--- config.mk ---
export PLATFORM = sky130hd
export DESIGN_NAME = gpio_bank
export DESIGN_NICKNAME = d
export VERILOG_FILES = /design/src/rtl/gpio_bank.sv
export SDC_FILE = /design/constraint.sdc
export NUM_CORES = 1
export LEC_CHECK = 0
export CORE_ASPECT_RATIO = 1.1
export CORE_MARGIN = 4
export CORE_UTILIZATION = 47
export DETAILED_ROUTE_END_ITERATION = 10
export GPL_TIMING_DRIVEN = 0
export HOLD_SLACK_MARGIN = 0.1
export PLACE_DENSITY = 0.92
export SLEW_MARGIN = 10
export SYNTH_ARGS = -nofsm -noshare
export SYNTH_HDL_FRONTEND = slang
export SYNTH_SLANG_ARGS = --single-unit
--- constraint.sdc ---
create_clock -name clk -period 3.7 [get_ports clk]
set_input_delay 0.37 -clock clk [delete_from_list [all_inputs] [get_ports clk]]
set_output_delay 0.37 -clock clk [all_outputs]
set_load 0.02 [all_outputs]
--- src/rtl/gpio_bank.sv ---
// GPIO bank: memory-mapped OUT/DIR/IN registers with edge-triggered sticky interrupt status.
// Latency: one-cycle ack after a hit; pin edges reach STATUS/irq 3 cycles after the pin change.
// Backpressure: none; a held request is re-acked every other cycle (ack, idle, ack).
module gpio_bank #(
  parameter int          WIDTH     = 8,
  parameter logic [31:0] BASE_ADDR = 32'h0300_0000
) (
  input  logic             clk,
  input  logic             reset,
  input  logic             iomem_valid,
  output logic             iomem_ready,
  input  logic [3:0]       iomem_wstrb,
  input  logic [31:0]      iomem_addr,
  input  logic [31:0]      iomem_wdata,
  output logic [31:0]      iomem_rdata,
  input  logic [WIDTH-1:0] gpio_in,
  output logic [WIDTH-1:0] gpio_out,
  output logic [WIDTH-1:0] gpio_oe,
  output logic             irq
);

  localparam logic [2:0] REG_OUT    = 3'd0;
  localparam logic [2:0] REG_DIR    = 3'd1;
  localparam logic [2:0] REG_IN     = 3'd2;
  localparam logic [2:0] REG_RISE   = 3'd3;
  localparam logic [2:0] REG_FALL   = 3'd4;
  localparam logic [2:0] REG_STATUS = 3'd5;
  localparam logic [2:0] REG_SET    = 3'd6;
  localparam logic [2:0] REG_CLR    = 3'd7;

  logic             ready_q, ready_d;
  logic [WIDTH-1:0] out_q, out_d;
  logic [WIDTH-1:0] dir_q, dir_d;
  logic [WIDTH-1:0] rise_en_q, rise_en_d;
  logic [WIDTH-1:0] fall_en_q, fall_en_d;
  logic [WIDTH-1:0] status_q, status_d;
  logic [WIDTH-1:0] sync1_q, sync2_q, prev_q;

  logic             hit, accept, wr;
  logic [2:0]       sel;
  logic [31:0]      byte_mask, wbits;
  logic [WIDTH-1:0] wm, wv, rise, fall, evt, w1c;

  // Decode: the window is 32 bytes, so only address bits above 4 identify the bank.
  assign hit       = iomem_valid && (iomem_addr[31:5] == BASE_ADDR[31:5]);
  // A request is only taken while no ack is showing, which forces an idle cycle between acks.
  assign accept    = hit && !ready_q;
  assign wr        = accept && (iomem_wstrb != 4'b0000);
  assign sel       = iomem_addr[4:2];
  assign byte_mask = {{8{iomem_wstrb[3]}}, {8{iomem_wstrb[2]}},
                      {8{iomem_wstrb[1]}}, {8{iomem_wstrb[0]}}};
  assign wbits     = iomem_wdata & byte_mask;
  // Bits at or above WIDTH simply have no storage, so they are dropped here.
  assign wm        = byte_mask[WIDTH-1:0];
  assign wv        = wbits[WIDTH-1:0];

  // Edges are seen between the second sync stage and the prev flop.
  assign rise = sync2_q & ~prev_q;
  assign fall = ~sync2_q & prev_q;
  assign evt  = (rise & rise_en_q) | (fall & fall_en_q);

  // Next-state for the register file; a set event is OR-ed in after the W1C so it wins.
  always_comb begin
    ready_d   = accept;
    out_d     = out_q;
    dir_d     = dir_q;
    rise_en_d = rise_en_q;
    fall_en_d = fall_en_q;
    w1c       = '0;
    if (wr) begin
      case (sel)
        REG_OUT:    out_d     = (out_q & ~wm) | wv;
        REG_DIR:    dir_d     = (dir_q & ~wm) | wv;
        REG_RISE:   rise_en_d = (rise_en_q & ~wm) | wv;
        REG_FALL:   fall_en_d = (fall_en_q & ~wm) | wv;
        REG_STATUS: w1c       = wv;
        REG_SET:    out_d     = out_q | wv;
        REG_CLR:    out_d     = out_q & ~wv;
        default:    ;
      endcase
    end
    status_d = (status_q & ~w1c) | evt;
  end

  // State registers, synchroniser and prev flop; reset also drops any in-flight access.
  always_ff @(posedge clk) begin
    if (reset) begin
      ready_q   <= 1'b0;
      out_q     <= '0;
      dir_q     <= '0;
      rise_en_q <= '0;
      fall_en_q <= '0;
      status_q  <= '0;
      sync1_q   <= '0;
      sync2_q   <= '0;
      prev_q    <= '0;
    end else begin
      ready_q   <= ready_d;
      out_q     <= out_d;
      dir_q     <= dir_d;
      rise_en_q <= rise_en_d;
      fall_en_q <= fall_en_d;
      status_q  <= status_d;
      sync1_q   <= gpio_in;
      sync2_q   <= sync1_q;
      prev_q    <= sync2_q;
    end
  end

  // Read mux: the selected register, zero-extended, only while the ack is showing.
  always_comb begin
    iomem_rdata = '0;
    if (ready_q) begin
      case (sel)
        REG_OUT:    iomem_rdata[WIDTH-1:0] = out_q;
        REG_DIR:    iomem_rdata[WIDTH-1:0] = dir_q;
        REG_IN:     iomem_rdata[WIDTH-1:0] = sync2_q;
        REG_RISE:   iomem_rdata[WIDTH-1:0] = rise_en_q;
        REG_FALL:   iomem_rdata[WIDTH-1:0] = fall_en_q;
        REG_STATUS: iomem_rdata[WIDTH-1:0] = status_q;
        default:    iomem_rdata = '0;
      endcase
    end
  end

  assign iomem_ready = ready_q;
  assign gpio_out    = out_q;
  assign gpio_oe     = dir_q;
  assign irq         = |status_q;

  // Byte-offset bits and data bits beyond WIDTH are intentionally unused.
  logic unused_ok;
  assign unused_ok = ^{iomem_addr[1:0], wbits, byte_mask};

endmodule

======== Word-level counts from Yosys, hierarchy flattened ========
Index checks and enable logic that the tools add are counted.
storage, ports and cells
  flip-flop bits (word level) ............. 65
  bits of input ports ..................... 79
  output and inout bits ................... 50
  logic and storage cells ................. 57
operators by class
  eq/ne operators ......................... 8
  mux-type cells .......................... 5
  bitwise operators ....................... 23
  reduce and logical (&&, ||, !) cells .... 12
operator list
  kind                                                                      count
  8-bit bitwise AND                                                         11
  8-bit bitwise OR                                                          7
  8-bit case mux with 6 select lines                                        1
  8-bit inverter                                                            5
  27-bit by 21-bit equality test with 1-bit output (second input constant)  1
  8-bit two-way mux                                                         3
  8-bit case mux with 3 select lines                                        1
  3-bit equality test (second input constant)                               4
  2-bit AND reduction                                                       4
  8-bit OR reduction                                                        1
  3-bit by 2-bit equality test with 1-bit output (second input constant)    2
  4-bit nonzero test                                                        1
  3-bit by 1-bit equality test with 1-bit output (second input constant)    1
  1-bit logical AND                                                         3
  3-bit logical NOT                                                         1
  3-bit nonzero test                                                        1
  1-bit logical NOT                                                         1

======== Logic depth before layout (Yosys ltp) ========
  depth in word-level cells ............... 8
  gate-level depth with buffers ........... 6
  mapped depth without buffers ............ 4

======== Worst setup path before layout ========
No wires, ideal clock.
  kind .................................... input port to output port
  start ................................... input port iomem_addr[4]
  end ..................................... output port iomem_rdata[2]
  arrival ................................. 1613 ps
  setup slack ............................. 1717 ps
  stages on the path ...................... 4
  path buffers ............................ 1
  cells stage by stage .................... buf_2 nor3_2 a22oi_1 a21boi_0
on the way
  longest elaborated chain between the ends .. 3
  elaborated cells between the ends (all ways) .. 8
RTL lines
  item                                               line  text
  start: declaration                                 13    input logic [31:0] iomem_addr,
  3-bit equality test, or another cell as far along  114   case (sel)
  8-bit case mux with 6 select lines *               114
  8-bit two-way mux *                                113   if (ready_q) begin
  end: declaration                                   15    output logic [31:0] iomem_rdata,
Every way passes the cells marked *; elsewhere a longest branch is shown, timed or not.

======== Worst setup path in the final report ========
  start ................................... input port iomem_addr[2]
  end ..................................... output port iomem_rdata[2]
Same word-level chain as after synthesis.

==> qor.txt <==
status = complete, no violations
clock slew at reported path FFs = 80 ps
EDFF count, synth = 0
setup TNS = 0 ps
Post-CTS Setup Inserts = 0
htree depth = 3
DP Area = 4160 um^2
initial antenna violation count = 0
fin area = 4410 um^2
worst-path maximum fanout = 10
FFs w/ async S/R, synth = 0%
first-pass GRT wire length = 14300 um
Seq pwr share = 43.3%
fin worst setup slack = 629 ps
HP Class = in2reg
Yosys reg bits = 65
clock insertion delay at the later pin of the skew report = 350 ps
crit end category = output pin
CTS Buf Count = 9
Antenna Cells = 0
core region area = 6670 um^2
Arrival @ worst endpoint = 2700 ps
fmax = 0.326 GHz
CTS Buffer Depth = 2
PostCTS Resize Cnt = 0
Critical-path top delay cell = clkdlybuf4s50_1
GRT Util Overall = 22.5%
largest net degree at the start of global routing = 14
logic gate share of total power = 10.9%
Post-Syn Area = 3250 um^2
static leakage = 0.00165 uW
synth warn = 0
Finish-stage setup viols = 0
antenna viol nets, final = 0
final hold vios = 0
area delta synth->final = 35.6%
pre-CTS setup slack = 679 ps
routability cong. = 0.968
PortBufs = 72
wirelength, routed = 9350 um
clk sinks = 65
CP Class = in2out
Worst-Margin Slew = 619 ps
Final period util = 83.0%
Worst VDD drop = 0.271 mV
internal power = 1250 uW
hold buffers post-CTS = 0
Starting DRT DRC Count = 346
Synth Area per Inst = 9.42 um^2
Pre-antenna DRT Iters = 5
root buf cell = clkbuf_8
post-synthesis cell type count = 44
Chip Width = 87.3 um
DP HPWL = 7350 um
CP delay by family, top = buffers and inverters
Switching Fraction = 24.2%
most frequent cells in the layout = clkdlybuf4s50_1 (72), dfxtp_1 (65), nor2b_1 (28), nand2_1 (25)
vias in the first global route = 2819
Max stage delay on crit path = 560 ps
Die Area = 8310 um^2
RSZ-0062 raised after global routing = false
Core Util, Final = 66.1%
sequential share of the synthesized area = 40.0%
total gr overflow = 0
detailed-route DRC error count = 0
ys flop type = dfxtp_1
Ports = 129
worst path cell trace = clkdlybuf4s50_1 > buf_2 > buf_2 > mux2i_1 > nor2_1 > a21oi_1 > a21boi_0 > clkdlybuf4s50_1
Worst setup SP type = input port
cells after synthesis = 345
max-cap viol count = 0
Final min period = 3070 ps
clock group share of total power = 45.8%
Wirelength per Cell = 17.4 um
worst clock skew = 8.59 ps
tightest slew margin relative to the limit = 58.5%
Buf/Inv on CP = 4
hold_sp = reset
die height = 95.2 um
origin of the critical flop-to-flop path = iomem_ready
number of vias per cell = 5.72
Initial Util = 48.7%
vias = 3077
layout cells sized above 1 = 14.5%
power per cell area = 375 nW/um^2
CTS tree = done
# rows = 31
Crit. Startpoint = iomem_addr[2]
most common cell after layout, fill and taps aside = clkdlybuf4s50_1
Final nets = 530
Pins Over Slew Limit = 0
Min Hold Slack = 422 ps
Switch Pwr = 400 uW
critical path required time = 3330 ps
per-stage QoR:
step                      power, uW  cells
after detailed placement        908    522
after CTS                      1650    538
after global routing           1700    538
after global placement          904    522
final                          1650    538
after floorplan                 830    368
final timing paths:
check                         to  slack (ps)  cells past startpoint
setup / recovery  iomem_rdata[2]         630                      8
hold / removal         prev_q[2]         420                      2
setup reg to reg     status_q[3]        1580                      6
hold reg to reg       sync2_q[7]         440                      1
power by group through the flow:
stage               clock network (uW)  logic (uW)  registers (uW)
floorplan                            0         101             729
global placement                     0         174             730
detailed placement                   0         177             731
CTS                                755         177             715
global route                       791         192             716
finish                             756         180             715
cell families (layout without fill, tap and decap cells):
| group | count (synthesis) | in the layout | synth area share, % |
|---|---|---|---|
| other | 1 | 24 | 0.115 |
| AO/OA/AOI/OAI | 79 | 79 | 17.7 |
| AND/OR/NAND/NOR | 117 | 117 | 24.4 |
| multiplexers | 23 | 23 | 7.74 |
| buffers and inverters | 60 | 148 | 10.0 |
| flip-flops | 65 | 65 | 40.0 |
per-layer routing:
layer  global-route usage [%]  part of all wire [%]  wire, um
met3                     7.69                    12      1120
met1                     26.1                    38      3570
met2                     37.1                    47      4400
met4                     10.4                   2.8       260
met5                        0                     0         0
layout make-up:
class	instances	area, um^2
Fill cell	544	2260
Multi-Input combinational cell	243	1710
Sequential cell	65	1300
Timing Repair Buffer	72	721
Buffer	50	288
Clock buffer	9	124
Clock inverter	7	124
Tap cell	82	103
Inverter	10	37.5
worst register-to-register path, delay by kind of cell (launching register included):
kind | cells | cell delay [ps]
flops | 1 | 320
simple gates | 2 | 500
compound gates | 2 | 690
buf+inv | 2 | 490
cell usage after synthesis (3+ instances only):
cell type  number  area, um^2
dfxtp_1        65        1300
nor2b_1        28         175
nand2_1        25        93.8
buf_4          24         180
nor4_1         19         119
a31o_1         16         140
clkbuf_1       16        60.1
nand3b_1       16         120
mux2i_1        15         150
a21oi_1        10        50.1
inv_1          10        37.5
a31oi_1         8        50.1
buf_2           8        40.0
o311ai_0        8        70.1
o41ai_1         8        70.1
a22oi_1         7        52.6
mux2_2          7        78.8
o21ai_0         6        30.0
and2_1          5        31.3
nor2_1          4        15.0
o21ai_1         4        20.0
o22ai_1         4        25.0
nor4_4          3        63.8
Note: power is estimated with default switching activity, not from simulation.
